## src/rtl/eater_control_sequencer.sv

```systemverilog
`default_nettype none
// ============================================================================
// eater_control_sequencer : T-step counter, halt latch and microcode decoder
//   for the SAP-style datapath. Optional macro: EATER_EARLY_FETCH_EN.
// Revision: 1.0
// ============================================================================
module eater_control_sequencer #(
    parameter int NUM_STEPS = 5
) (
    input  logic        clk,
    input  logic        rst_n,
    input  logic        step_en,
    input  logic [3:0]  opcode,
    input  logic        flag_c,
    input  logic        flag_z,
    output logic [15:0] ctrl,
    output logic [2:0]  t_step,
    output logic        halted,
    output logic        instr_done
);

    localparam logic [15:0] c_HLT = 16'h8000;
    localparam logic [15:0] c_MI  = 16'h4000;
    localparam logic [15:0] c_RI  = 16'h2000;
    localparam logic [15:0] c_RO  = 16'h1000;
    localparam logic [15:0] c_IO  = 16'h0800;
    localparam logic [15:0] c_II  = 16'h0400;
    localparam logic [15:0] c_AI  = 16'h0200;
    localparam logic [15:0] c_AO  = 16'h0100;
    localparam logic [15:0] c_EO  = 16'h0080;
    localparam logic [15:0] c_SU  = 16'h0040;
    localparam logic [15:0] c_BI  = 16'h0020;
    localparam logic [15:0] c_OI  = 16'h0010;
    localparam logic [15:0] c_CE  = 16'h0008;
    localparam logic [15:0] c_CO  = 16'h0004;
    localparam logic [15:0] c_J   = 16'h0002;
    localparam logic [15:0] c_FI  = 16'h0001;

    localparam logic [3:0] c_OP_LDA = 4'b0001;
    localparam logic [3:0] c_OP_ADD = 4'b0010;
    localparam logic [3:0] c_OP_SUB = 4'b0011;
    localparam logic [3:0] c_OP_STA = 4'b0100;
    localparam logic [3:0] c_OP_LDI = 4'b0101;
    localparam logic [3:0] c_OP_JMP = 4'b0110;
    localparam logic [3:0] c_OP_JC  = 4'b0111;
    localparam logic [3:0] c_OP_JZ  = 4'b1000;
    localparam logic [3:0] c_OP_OUT = 4'b1110;
    localparam logic [3:0] c_OP_HLT = 4'b1111;

    localparam logic [2:0] c_LAST_STEP = 3'(NUM_STEPS - 1);
    localparam logic [2:0] c_HALT_STEP = 3'd2;

    typedef enum logic [0:0] {
        ST_RUN  = 1'b0,
        ST_HALT = 1'b1
    } state_t;

    state_t      r_state;
    state_t      w_state_nxt;
    logic [2:0]  r_t_step;
    logic [2:0]  w_t_step_nxt;
    logic [2:0]  w_step_inc;
    logic        r_instr_done;
    logic        w_instr_done_nxt;
    logic [15:0] w_ucode_cur;
    logic        w_wrap;

    // Microcode ROM; undecoded opcodes and unlisted steps yield an empty word.
    function automatic logic [15:0] f_ucode(
        input logic [2:0] step,
        input logic [3:0] op,
        input logic       fc,
        input logic       fz
    );
        logic [15:0] word;
        word = 16'h0000;
        case (step)
            3'd0: word = c_CO | c_MI;
            3'd1: word = c_RO | c_II | c_CE;
            3'd2: begin
                case (op)
                    c_OP_LDA, c_OP_ADD, c_OP_SUB, c_OP_STA: word = c_IO | c_MI;
                    c_OP_LDI: word = c_IO | c_AI;
                    c_OP_JMP: word = c_IO | c_J;
                    c_OP_JC:  word = fc ? (c_IO | c_J) : 16'h0000;
                    c_OP_JZ:  word = fz ? (c_IO | c_J) : 16'h0000;
                    c_OP_OUT: word = c_AO | c_OI;
                    c_OP_HLT: word = c_HLT;
                    default:  word = 16'h0000;
                endcase
            end
            3'd3: begin
                case (op)
                    c_OP_LDA:           word = c_RO | c_AI;
                    c_OP_ADD, c_OP_SUB: word = c_RO | c_BI;
                    c_OP_STA:           word = c_AO | c_RI;
                    default:            word = 16'h0000;
                endcase
            end
            3'd4: begin
                case (op)
                    c_OP_ADD: word = c_EO | c_AI | c_FI;
                    c_OP_SUB: word = c_EO | c_AI | c_SU | c_FI;
                    default:  word = 16'h0000;
                endcase
            end
            default: word = 16'h0000;
        endcase
        return word;
    endfunction

    assign w_step_inc  = r_t_step + 3'd1;
    assign w_ucode_cur = f_ucode(r_t_step, opcode, flag_c, flag_z);

`ifdef EATER_EARLY_FETCH_EN
    logic [15:0] w_ucode_next;

    // An empty next word means the instruction has nothing left to do: fetch now.
    assign w_ucode_next = f_ucode(w_step_inc, opcode, flag_c, flag_z);
    assign w_wrap       = (r_t_step == c_LAST_STEP) ||
                          ((r_t_step >= 3'd2) && (w_ucode_next == 16'h0000));
`else
    assign w_wrap       = (r_t_step == c_LAST_STEP);
`endif

    always_comb begin
        w_state_nxt      = r_state;
        w_t_step_nxt     = r_t_step;
        w_instr_done_nxt = 1'b0;
        ctrl             = c_HLT;
        case (r_state)
            ST_RUN: begin
                ctrl = w_ucode_cur;
                if (step_en) begin
                    if ((r_t_step == c_HALT_STEP) && (opcode == c_OP_HLT)) begin
                        w_state_nxt = ST_HALT;
                    end else if (w_wrap) begin
                        w_t_step_nxt     = 3'd0;
                        w_instr_done_nxt = 1'b1;
                    end else begin
                        w_t_step_nxt = w_step_inc;
                    end
                end
            end
            ST_HALT: begin
                ctrl = c_HLT;
            end
            default: begin
                ctrl = c_HLT;
            end
        endcase
    end

    always_ff @(posedge clk or negedge rst_n) begin
        if (!rst_n) begin
            r_state      <= ST_RUN;
            r_t_step     <= 3'd0;
            r_instr_done <= 1'b0;
        end else begin
            r_state      <= w_state_nxt;
            r_t_step     <= w_t_step_nxt;
            r_instr_done <= w_instr_done_nxt;
        end
    end

    assign t_step     = r_t_step;
    assign halted     = (r_state == ST_HALT);
    assign instr_done = r_instr_done;

endmodule
`default_nettype wire

```

## config.mk

```make
export PLATFORM = sky130hd
export DESIGN_NAME = eater_control_sequencer
export DESIGN_NICKNAME = d
export VERILOG_FILES = /design/src/rtl/eater_control_sequencer.sv
export SDC_FILE = /design/constraint.sdc
export NUM_CORES = 1
export LEC_CHECK = 0
export ABC_CLOCK_PERIOD_IN_PS = 3720
export BUFFER_PORTS_ARGS = -buffer_cell sky130_fd_sc_hd__buf_4
export CORE_MARGIN = 1
export CORE_UTILIZATION = 49
export CTS_CLUSTER_DIAMETER = 50
export DETAILED_ROUTE_END_ITERATION = 10
export GPL_ROUTABILITY_DRIVEN = 0
export PLACE_DENSITY = 0.8
export SLEW_MARGIN = 20
export SYNTH_ARGS = -nofsm -noshare
export SYNTH_HDL_FRONTEND = slang
export SYNTH_SLANG_ARGS = --single-unit
```

## constraint.sdc

```tcl
create_clock -name clk -period 3.72 [get_ports clk]
set_clock_uncertainty 0.2 [all_clocks]
set_input_delay 0.558 -clock clk [delete_from_list [all_inputs] [get_ports clk]]
set_output_delay 0.558 -clock clk [all_outputs]
set_load 0.03 [all_outputs]
```

# After elaboration in Yosys (flattened, before gate mapping)
# Cells that the tools add are included.
# op_classes
muxes,15
bitwise,2
n_addsub,1
eq_ne,14
reduce_logical,5
# op_table
op,count
$pmux W16 S7,1
$pmux W16 S5,1
$pmux W14 S3,1
$pmux W16 S2,1
$mux W12,2
$pmux W10 S2,1
$eq A4 B3 Y1 const B,4
$eq A4 B4 Y1 const B,3
$eq A4 B2 Y1 const B,2
$mux W1,7
$eq A3 B2 Y1 const B,2
$eq A4 B1 Y1 const B,1
$reduce_or A4 Y1,1
$add A3 B1 Y3 const B,1
$eq A3 B1 Y1 const B,1
$eq A3 B3 Y1 const B,1
$logic_not A3 Y1,1
$mux W3,1
$reduce_and A3 Y1,1
$not A1 Y1,2
$reduce_or A2 Y1,1
$logic_and A1 B1 Y1,1
# word_totals
output_inout_bits,21
in_bits,9
word_cells,40
reg_bits,5

# Logic depth before layout (Yosys ltp)
# Gate-level depths: netlist of run 1.
# logic_depth
depth_word,5
mapped_depth,7

# Worst setup path before layout of run 1
# Ideal clock, no wire load.
# synth_timing
path_kind,reg2out
from,register r_t_step[0] (netlist: t_step[0])
to,output port ctrl[4]
path_stages_with_launch,5
path_buffers,0
arrival_time_ns,1.959
t_required_ns,2.962
slack_ns,1.003
path_cell_list,dfrtp_1 -> inv_1 -> ha_1 -> nand2_1 -> nor4_1
# synth_via
elab_chain_cells,3
elab_cells_between_ends,7
cone_classes,eq/ne: 4; mux: 2; reduce/logical: 1
# synth_lines
element,line,text
"start, declared",60,logic [2:0] r_t_step;
"start signal, assigned",161,r_t_step <= w_t_step_nxt;
$eq A3 B3 Y1 (tied with other cells),77,case (step)
$pmux W16 S5 (*),77,
$pmux W16 S2 (*),131,case (r_state)
"end, declared",16,"output logic [15:0] ctrl,"
# Mark *: on every way between the ends. The rest lies on a longest branch, timed or not.

# Worst setup path in the final report of run 1
# layout_timing
from,register r_t_step[2] (netlist: t_step[2])
to,output port ctrl[14]
# Same word-level chain as after synthesis.

==> results.json, run 1 <==
{
  "status": "finished clean",
  "syn-instance-count": 77,
  "yosysSeqAreaShare": 0.192,
  "ys_warn_count": 0,
  "drive_above_1_share": 0.404,
  "die_area_um2": 1480,
  "drt_drc_violations_left": 0,
  "drt_iter0_markers": 5,
  "clock_path_buffers": 2,
  "vias": 651,
  "ioPinCount": 30,
  "maxCapViolations": 0,
  "crit_type": "flip-flop to output port",
  "synth_cell_types": 36,
  "period_needed_ps": 2520,
  "portBuffers": 29,
  "critical_path.cell_chain": "inv_1, ha_1, nor2_1, a21o_1, nor3_1, buf_4",
  "worstSetupStartpoint": "t_step[2]",
  "grt_pass1_wl_mm": 2.49,
  "worstPathRequired_ps": 2960,
  "fin_ws_ps": 1200,
  "clk-insertion-delay-late_ps": 240,
  "tns_ps": 0,
  "rr_worst_depth": 5,
  "grt_max_degree": 13,
  "synth_area_um2": 652,
  "finalSetupViolations": 0,
  "antenna_cells": 0,
  "die_x_um": 38.5,
  "cts_buffers": 3,
  "post-place-ws_ps": 1430,
  "dp_hpwl_mm": 1.13,
  "wl_per_cell_um": 12.9,
  "final_cells": 118,
  "cellPowerDensity_nw_per_um2": 722,
  "vdd_ir_drop_max_mv": 0.554,
  "synth_edf_count": 0,
  "worst-path-max-fanout": 12,
  "antenna_found_initial": 0,
  "cts.sinks": 5,
  "post-cts-setup-buffers": 0,
  "core_area_um2": 1170,
  "cts_tree": "done",
  "ant_nets": 0,
  "wirelength_mm": 1.52,
  "die_height_um": 38.5,
  "nets": 119,
  "max_slew.worst_pin.slew_ps": 336,
  "finalHoldViolCount": 0,
  "synth_seq_cells": 5,
  "timing.rr.end": "t_step[1]",
  "htreeDepth": 1,
  "synthArstFlopShare": 1.00,
  "hold_path_end": "halted",
  "syn-num-nets": 91,
  "grt_pass1_vias": 581,
  "multi_input_area_um2": 447,
  "slew_headroom": 0.776,
  "ys.flop_type": "dfrtp_1",
  "reg2reg_from": "t_step[0]",
  "grt_setup_unrepaired": "false",
  "slowest_stage": "dfrtp_1",
  "syn2layout_area_growth_pct": 32.2,
  "timing.fmax_mhz": 398,
  "hold_path_depth": 2,
  "drt_first_pass_iters": 4,
  "core.rowCount": 12,
  "fillerInstances": 105,
  "cp_data_arrival_time_ps": 1760,
  "avgSynthCellArea_um2": 8.47,
  "clock-root-buffer": "clkbuf_4",
  "rrSetupSlack_ps": 1810,
  "initial_core_util": 0.557,
  "finalMaxSlewViolations": 0,
  "p_leak_nw": 0.429,
  "clk_pin_slew_worst_paths_ps": 40,
  "slowest_delay_ps": 490,
  "fin_crit_sh": 0.676,
  "cp-start-kind": "flip-flop",
  "vias_per_cell": 5.52,
  "dp.cells": 113,
  "register_area_um2": 125,
  "grt.total_usage": 0.240,
  "grt-ovfl-total": 0,
  "min_from": "step_en",
  "worstHoldPathType": "input pin to flip-flop",
  "crit_path_end_kind": "output port"
}
-- placed cells by master (no fill, tap or decap), types with 2 or more instances in the layout --
cell type	count
buf_4	29
nor2_1	7
a21oi_1	7
inv_1	5
nand2_1	5
ha_1	5
dfrtp_1	5
nor2b_1	3
clkbuf_4	3
or3_1	2
a21o_1	2
nor2_2	2
nand3b_1	2
nand4_1	2
and2_1	2
mux2_1	2
-- per-stage QoR --
| step | utilization | power, W | area [um^2] | hold WS (ps) |
|---|---|---|---|---|
| 6_report | 0.736 | 0.000622 | 862 | 320 |
| 5_1_grt | 0.736 | 0.000672 | 862 | 323 |
| 4_1_cts | 0.736 | 0.000617 | 862 | 322 |
| 3_5_place_dp | 0.705 | 0.000551 | 826 | 164 |
| 3_3_place_gp | 0.705 | 0.000539 | 826 | 161 |
| 2_1_floorplan | - | 0.000424 | 652 | 62.4 |
-- sequential cells by signal (all words and copies together) (netlist names) --
register	flops
t_step	3
halted	1
instr_done	1
-- area by class of cell --
cell class,count,area share
Clock buffer,4,0.0305
Multi-Input combinational cell,60,0.518
Tap cell,14,0.0203
Sequential cell,5,0.145
Inverter,5,0.0218
Timing Repair Buffer,30,0.264
-- where the power goes --
group	switching (W)	internal, W	total (W)	leakage, nW
sequential	0.0000448	0.0000776	0.000122	0.0626
clock	0.0000229	0.0000406	0.0000634	0.0150
combinational	0.000262	0.000174	0.000436	0.351
-- routing by layer --
layer	track usage	routed length, um	part of all wire	vias to the layer above
met5	0	0	0	-
met4	0.103	14	0.0092	0
met3	0.0291	74	0.049	2
met1	0.285	669	0.44	302
met2	0.428	765	0.50	19
li1	-	-	-	328
-- Yosys cell counts (2+ instances only) --
master / count / area share
nor2b_1: 3 / 0.029
inv_1: 5 / 0.029
ha_1: 5 / 0.096
dfrtp_1: 5 / 0.19
nand3b_1: 2 / 0.023
nand4_1: 2 / 0.019
or3_1: 2 / 0.019
buf_6: 3 / 0.052
nor2_1: 7 / 0.040
a21o_1: 2 / 0.023
nor2_2: 2 / 0.019
nand2_1: 5 / 0.029
and2_1: 2 / 0.019
buf_4: 3 / 0.035
mux2_1: 2 / 0.035
a21oi_1: 7 / 0.054
-- cells by family after synthesis --
kind of cell	count (synthesis)	share of synthesized area
adders and majority gates	5	0.0960
buffers and inverters	12	0.123
AOI/OAI and AO/OA	16	0.182
muxes	3	0.0518
DFF	5	0.192
and+or+nand+nor	36	0.355
-- worst max-delay path: cells and delay by family, from the launching register on --
kind	cells	cell delay [ps]
adder cells (fa/ha/maj)	1	260
flip-flops	1	490
buffers and inverters	2	330
AO/OA/AOI/OAI	1	220
AND/OR/NAND/NOR	2	220
-- worst max path at each step --
stage,to,slack (ps),cells after the start
after floorplan,ctrl[4],1000,4
final,ctrl[14],1200,6
after global routing,ctrl[0],1050,6
after global placement,ctrl[14],1430,5
after detailed placement,ctrl[14],1430,5
after CTS,ctrl[14],1210,6
-- what timing repair did --
action / 4_1_cts / 5_1_grt
hold buffers: 1 / 0
endpoints found under the hold margin: 5 / 0
resized for setup: 0 / 0
(Power assumes the default switching activity.)
==> run 2, diff against run 1 <==
ABC_CLOCK_PERIOD_IN_PS = 2340   (was 3720)
CORE_UTILIZATION = 45   (was 49)
PLACE_DENSITY = 0.74   (was 0.8)
clock period = 2.34 ns   (was 3.72 ns; I/O delays follow)
==> results.json, run 2 (synthesis results as in run 1) <==
{
  "finalSetupViolations": 0,
  "cts_tree": "done",
  "fin_crit_sh": 0.941,
  "ioPinCount": 30,
  "cp_data_arrival_time_ps": 1650,
  "worstPathRequired_ps": 1790,
  "critPathBufInv": 2,
  "post-place-ws_ps": 286,
  "period_needed_ps": 2200,
  "drive_above_1_share": 0.500,
  "slew_headroom": 0.808,
  "worstHoldPathType": "input pin to flip-flop",
  "initial_core_util": 0.495,
  "drt_drc_violations_left": 0,
  "die_x_um": 40.1,
  "crit_type": "flip-flop to output port",
  "syn2layout_area_growth_pct": 39.3,
  "antenna_cells": 0,
  "crit_path_end_kind": "output port",
  "vias": 645,
  "grt_max_degree": 13,
  "final_cells": 119,
  "die_area_um2": 1600,
  "grtUsageMet2": 0.359,
  "grt_pass1_vias": 572,
  "grtUsageMet1": 0.271,
  "wl_per_cell_um": 12.3,
  "tns_ps": 0,
  "use_met3": 0.0389,
  "critPathTopFamily": "flip-flops",
  "clk-insertion-delay-late_ps": 230,
  "portBuffers": 29,
  "rr_worst_depth": 5,
  "dp.cells": 114,
  "antenna_found_initial": 0,
  "max_slew.worst_pin.slew_ps": 288,
  "p_total_w": 0.00103,
  "clk_pin_slew_worst_paths_ps": 40,
  "nets": 119,
  "worst-path-max-fanout": 5,
  "ant_nets": 0,
  "finalMaxSlewViolations": 0,
  "vias_per_cell": 5.42,
  "status": "finished clean",
  "drt_first_pass_iters": 4,
  "fin_ws_ps": 137,
  "cts.sinks": 5,
  "die_height_um": 40.1,
  "layout_commonest_cell": "buf_4",
  "grt.total_usage": 0.214,
  "grt_setup_unrepaired": "false",
  "slowest_delay_ps": 440,
  "path_depth": 6,
  "drt_iter0_markers": 11,
  "busiest_layer": "met2",
  "cellPowerDensity_nw_per_um2": 1130,
  "cts_buffers": 3,
  "post-cts-setup-buffers": 0,
  "wirelength_mm": 1.46,
  "core_area_um2": 1320,
  "most-common-layout-cells": "buf_4, a21oi_1, nor2_1, nand2_1, inv_1",
  "hold_path_depth": 2,
  "finalHoldViolCount": 0,
  "htreeDepth": 1,
  "clock-root-buffer": "clkbuf_4",
  "cp-start-kind": "flip-flop",
  "grt-ovfl-total": 0,
  "core.rowCount": 13,
  "maxCapViolations": 0,
  "p_leak_nw": 0.424,
  "slowest_stage": "dfrtp_2",
  "critical_path.cell_chain": "inv_1, ha_1, o21bai_1, a21o_1, nor3_2, buf_4",
  "clock_path_buffers": 2,
  "largest_reg_flops": 3,
  "dp_hpwl_mm": 1.10,
  "grt_pass1_wl_mm": 2.33,
  "timing.fmax_mhz": 454,
  "final_core_util": 0.689,
  "vdd_ir_drop_max_mv": 0.805
}
## run 2: report_power, final
part | internal, W | leakage, nW | switching (W)
clock | 0.0000642 | 0.0150 | 0.0000308
sequential | 0.000129 | 0.0594 | 0.0000757
combinational | 0.000303 | 0.349 | 0.000427
total | 0.000496 | 0.424 | 0.000533
## run 2: path summary, 6_finish.rpt
path	start	to	slack (ps)
max	t_step[1]	ctrl[6]	140
min	step_en	halted	120
max reg2reg	t_step[0]	t_step[2]	580
min reg2reg	t_step[0]	t_step[0]	390
max in group asynchronous	rst_n	t_step[0]	1530
min in group asynchronous	rst_n	instr_done	290
## run 2: layout make-up
cell class	count	area, um^2
Multi-Input combinational cell	60	488
Inverter	5	18.8
Timing Repair Buffer	30	228
Sequential cell	5	129
Clock buffer	4	26.3
Tap cell	15	18.8
Fill cell	109	409
## run 2: what timing repair did
| item | CTS | global route |
|---|---|---|
| hold endpoints to repair | 5 | 0 |
| gates resized for setup | 0 | 9 |
| hold buffers | 1 | 0 |
| setup endpoints to repair | 0 | 9 |
## run 2: per-stage QoR
stage	hold slack, ps	instance area [um^2]
floorplan	-145	666
global placement	-47.0	841
detailed placement	-47.2	841
CTS	117	877
global route	134	908
finish	123	908
## run 2: layer usage
layer | wire length, um | up-vias
met3 | 53 | 0
met2 | 720 | 15
met5 | 0 | -
met1 | 689 | 299
met4 | 0 | 0
li1 | - | 331
==> run 3, diff against run 2 <==
ABC_CLOCK_PERIOD_IN_PS = 2100   (was 2340)
SKIP_CTS_REPAIR_TIMING = 1   (was default)
SLEW_MARGIN = default   (was 20)
clock period = 2.1 ns   (was 2.34 ns; I/O delays follow)
==> results.json, run 3 (synthesis results as in run 1) <==
{
  "status": "complete, but fails checks",
  "violations": "negative setup slack",
  "fillerInstances": 90,
  "drt_first_pass_iters": 4,
  "cp_data_arrival_time_ps": 1660,
  "nets": 125,
  "grt_setup_unrepaired": "true",
  "core.rowCount": 13,
  "fin_crit_sh": 1.04,
  "syn2layout_area_growth_pct": 62.4,
  "slowest_stage": "dfrtp_2",
  "drive_above_1_share": 0.591,
  "die_height_um": 40.1,
  "ant_nets": 0,
  "initial_core_util": 0.495,
  "hold_path_depth": 2,
  "clk_pin_slew_worst_paths_ps": 40,
  "vias_per_cell": 5.57,
  "htreeDepth": 1,
  "clock_path_buffers": 2,
  "crit_top_cell": "ha_4",
  "critPathTopFamily": "flip-flops",
  "drt_iter0_markers": 11,
  "drt_drc_violations_left": 0,
  "finalSetupViolations": 5,
  "cts_buffers": 3,
  "worstPathRequired_ps": 1580,
  "crit_type": "flip-flop to output port",
  "cellPowerDensity_nw_per_um2": 1370,
  "maxCapViolations": 0,
  "cts.sinks": 5,
  "grt_pass1_wl_mm": 2.28,
  "finalHoldViolCount": 0,
  "worstHoldPathType": "input pin to flip-flop",
  "path_depth": 6,
  "timing.fmax_mhz": 460,
  "ioPinCount": 30,
  "fin_ws_ps": -75.0,
  "rr_worst_depth": 6,
  "critPathBufInv": 1,
  "grt_pass1_vias": 540,
  "post-place-ws_ps": 53.8,
  "die_x_um": 40.1,
  "cp-start-kind": "flip-flop",
  "tns_ps": -235,
  "wirelength_mm": 1.94,
  "worst-path-max-fanout": 6,
  "vdd_ir_drop_max_mv": 1.04,
  "layout_commonest_cell": "buf_4",
  "most-common-layout-cells": "buf_4, a21oi_1",
  "antenna_cells": 0,
  "antenna_found_initial": 0,
  "core_area_um2": 1320,
  "cts_tree": "done",
  "period_needed_ps": 2180,
  "critical_path.cell_chain": "ha_4, ha_4, nor2b_4, o211ai_1, a21oi_1, buf_4",
  "largest_reg_flops": 3,
  "slowest_delay_ps": 480,
  "grt-ovfl-total": 0,
  "wl_per_cell_um": 15.5,
  "portBuffers": 29,
  "vias": 696,
  "max_slew.worst_pin.slew_ps": 246,
  "p_leak_nw": 0.461,
  "dp_hpwl_mm": 1.23,
  "slew_headroom": 0.836,
  "grt_max_degree": 13,
  "grt.total_usage": 0.215,
  "clock-root-buffer": "clkbuf_4",
  "finalMaxSlewViolations": 0,
  "crit_path_end_kind": "output port",
  "clk-insertion-delay-late_ps": 240,
  "die_area_um2": 1600
}
## run 3: layout make-up
cell class,count,area (um^2),share of cell area
clock buffers,4,26.3,0.0248
multi-input cells,60,572,0.540
inverters,5,21.3,0.0201
flip-flops and latches,5,129,0.122
well taps,15,18.8,0.0177
repair buffers,36,292,0.275
## run 3: worst reg2reg max path: cells and delay by family (launching register included)
family                   cells  cell delay, ps
AND/OR/NAND/NOR              1             130
adder cells (fa/ha/maj)      1             180
AO/OA/AOI/OAI                1             190
buffers and inverters        2             270
multiplexers                 1             350
flip-flops                   1             480
## run 3: final timing paths
path | start | to | slack (ps)
worst max register to register | t_step[0] | t_step[0] | 180
worst min-delay path | step_en | halted | 90
min in group asynchronous | rst_n | t_step[2] | 220
worst min register to register | t_step[1] | t_step[1] | 410
max in group asynchronous | rst_n | t_step[1] | 1370
worst max-delay path | t_step[0] | ctrl[9] | -80
## run 3: layer usage
layer	GRT usage	vias to the layer above	part of all wire
met5	0	-	0
met4	0.129	0	0.019
met3	0.0444	4	0.040
met2	0.339	22	0.52
met1	0.267	332	0.42
li1	-	338	-
## run 3: power by group
group	leakage, nW	internal, W	switching (W)
clock	0.0150	0.0000717	0.0000367
sequential	0.0594	0.000144	0.0000717
combinational	0.387	0.000505	0.000616
total	0.461	0.000720	0.000725
## run 3: metrics by stage
step | total power (W) | cell area, um^2 | hold slack, ps | instances | utilization
floorplan | 0.000788 | 691 | -181 | 77 | -
global placement | 0.00105 | 885 | -82.8 | 117 | 0.671
detailed placement | 0.00106 | 885 | -80.2 | 117 | 0.671
CTS | 0.00117 | 911 | -337 | 121 | 0.691
global route | 0.00152 | 1060 | 78.7 | 125 | 0.803
finish | 0.00145 | 1060 | 89.6 | 125 | 0.803
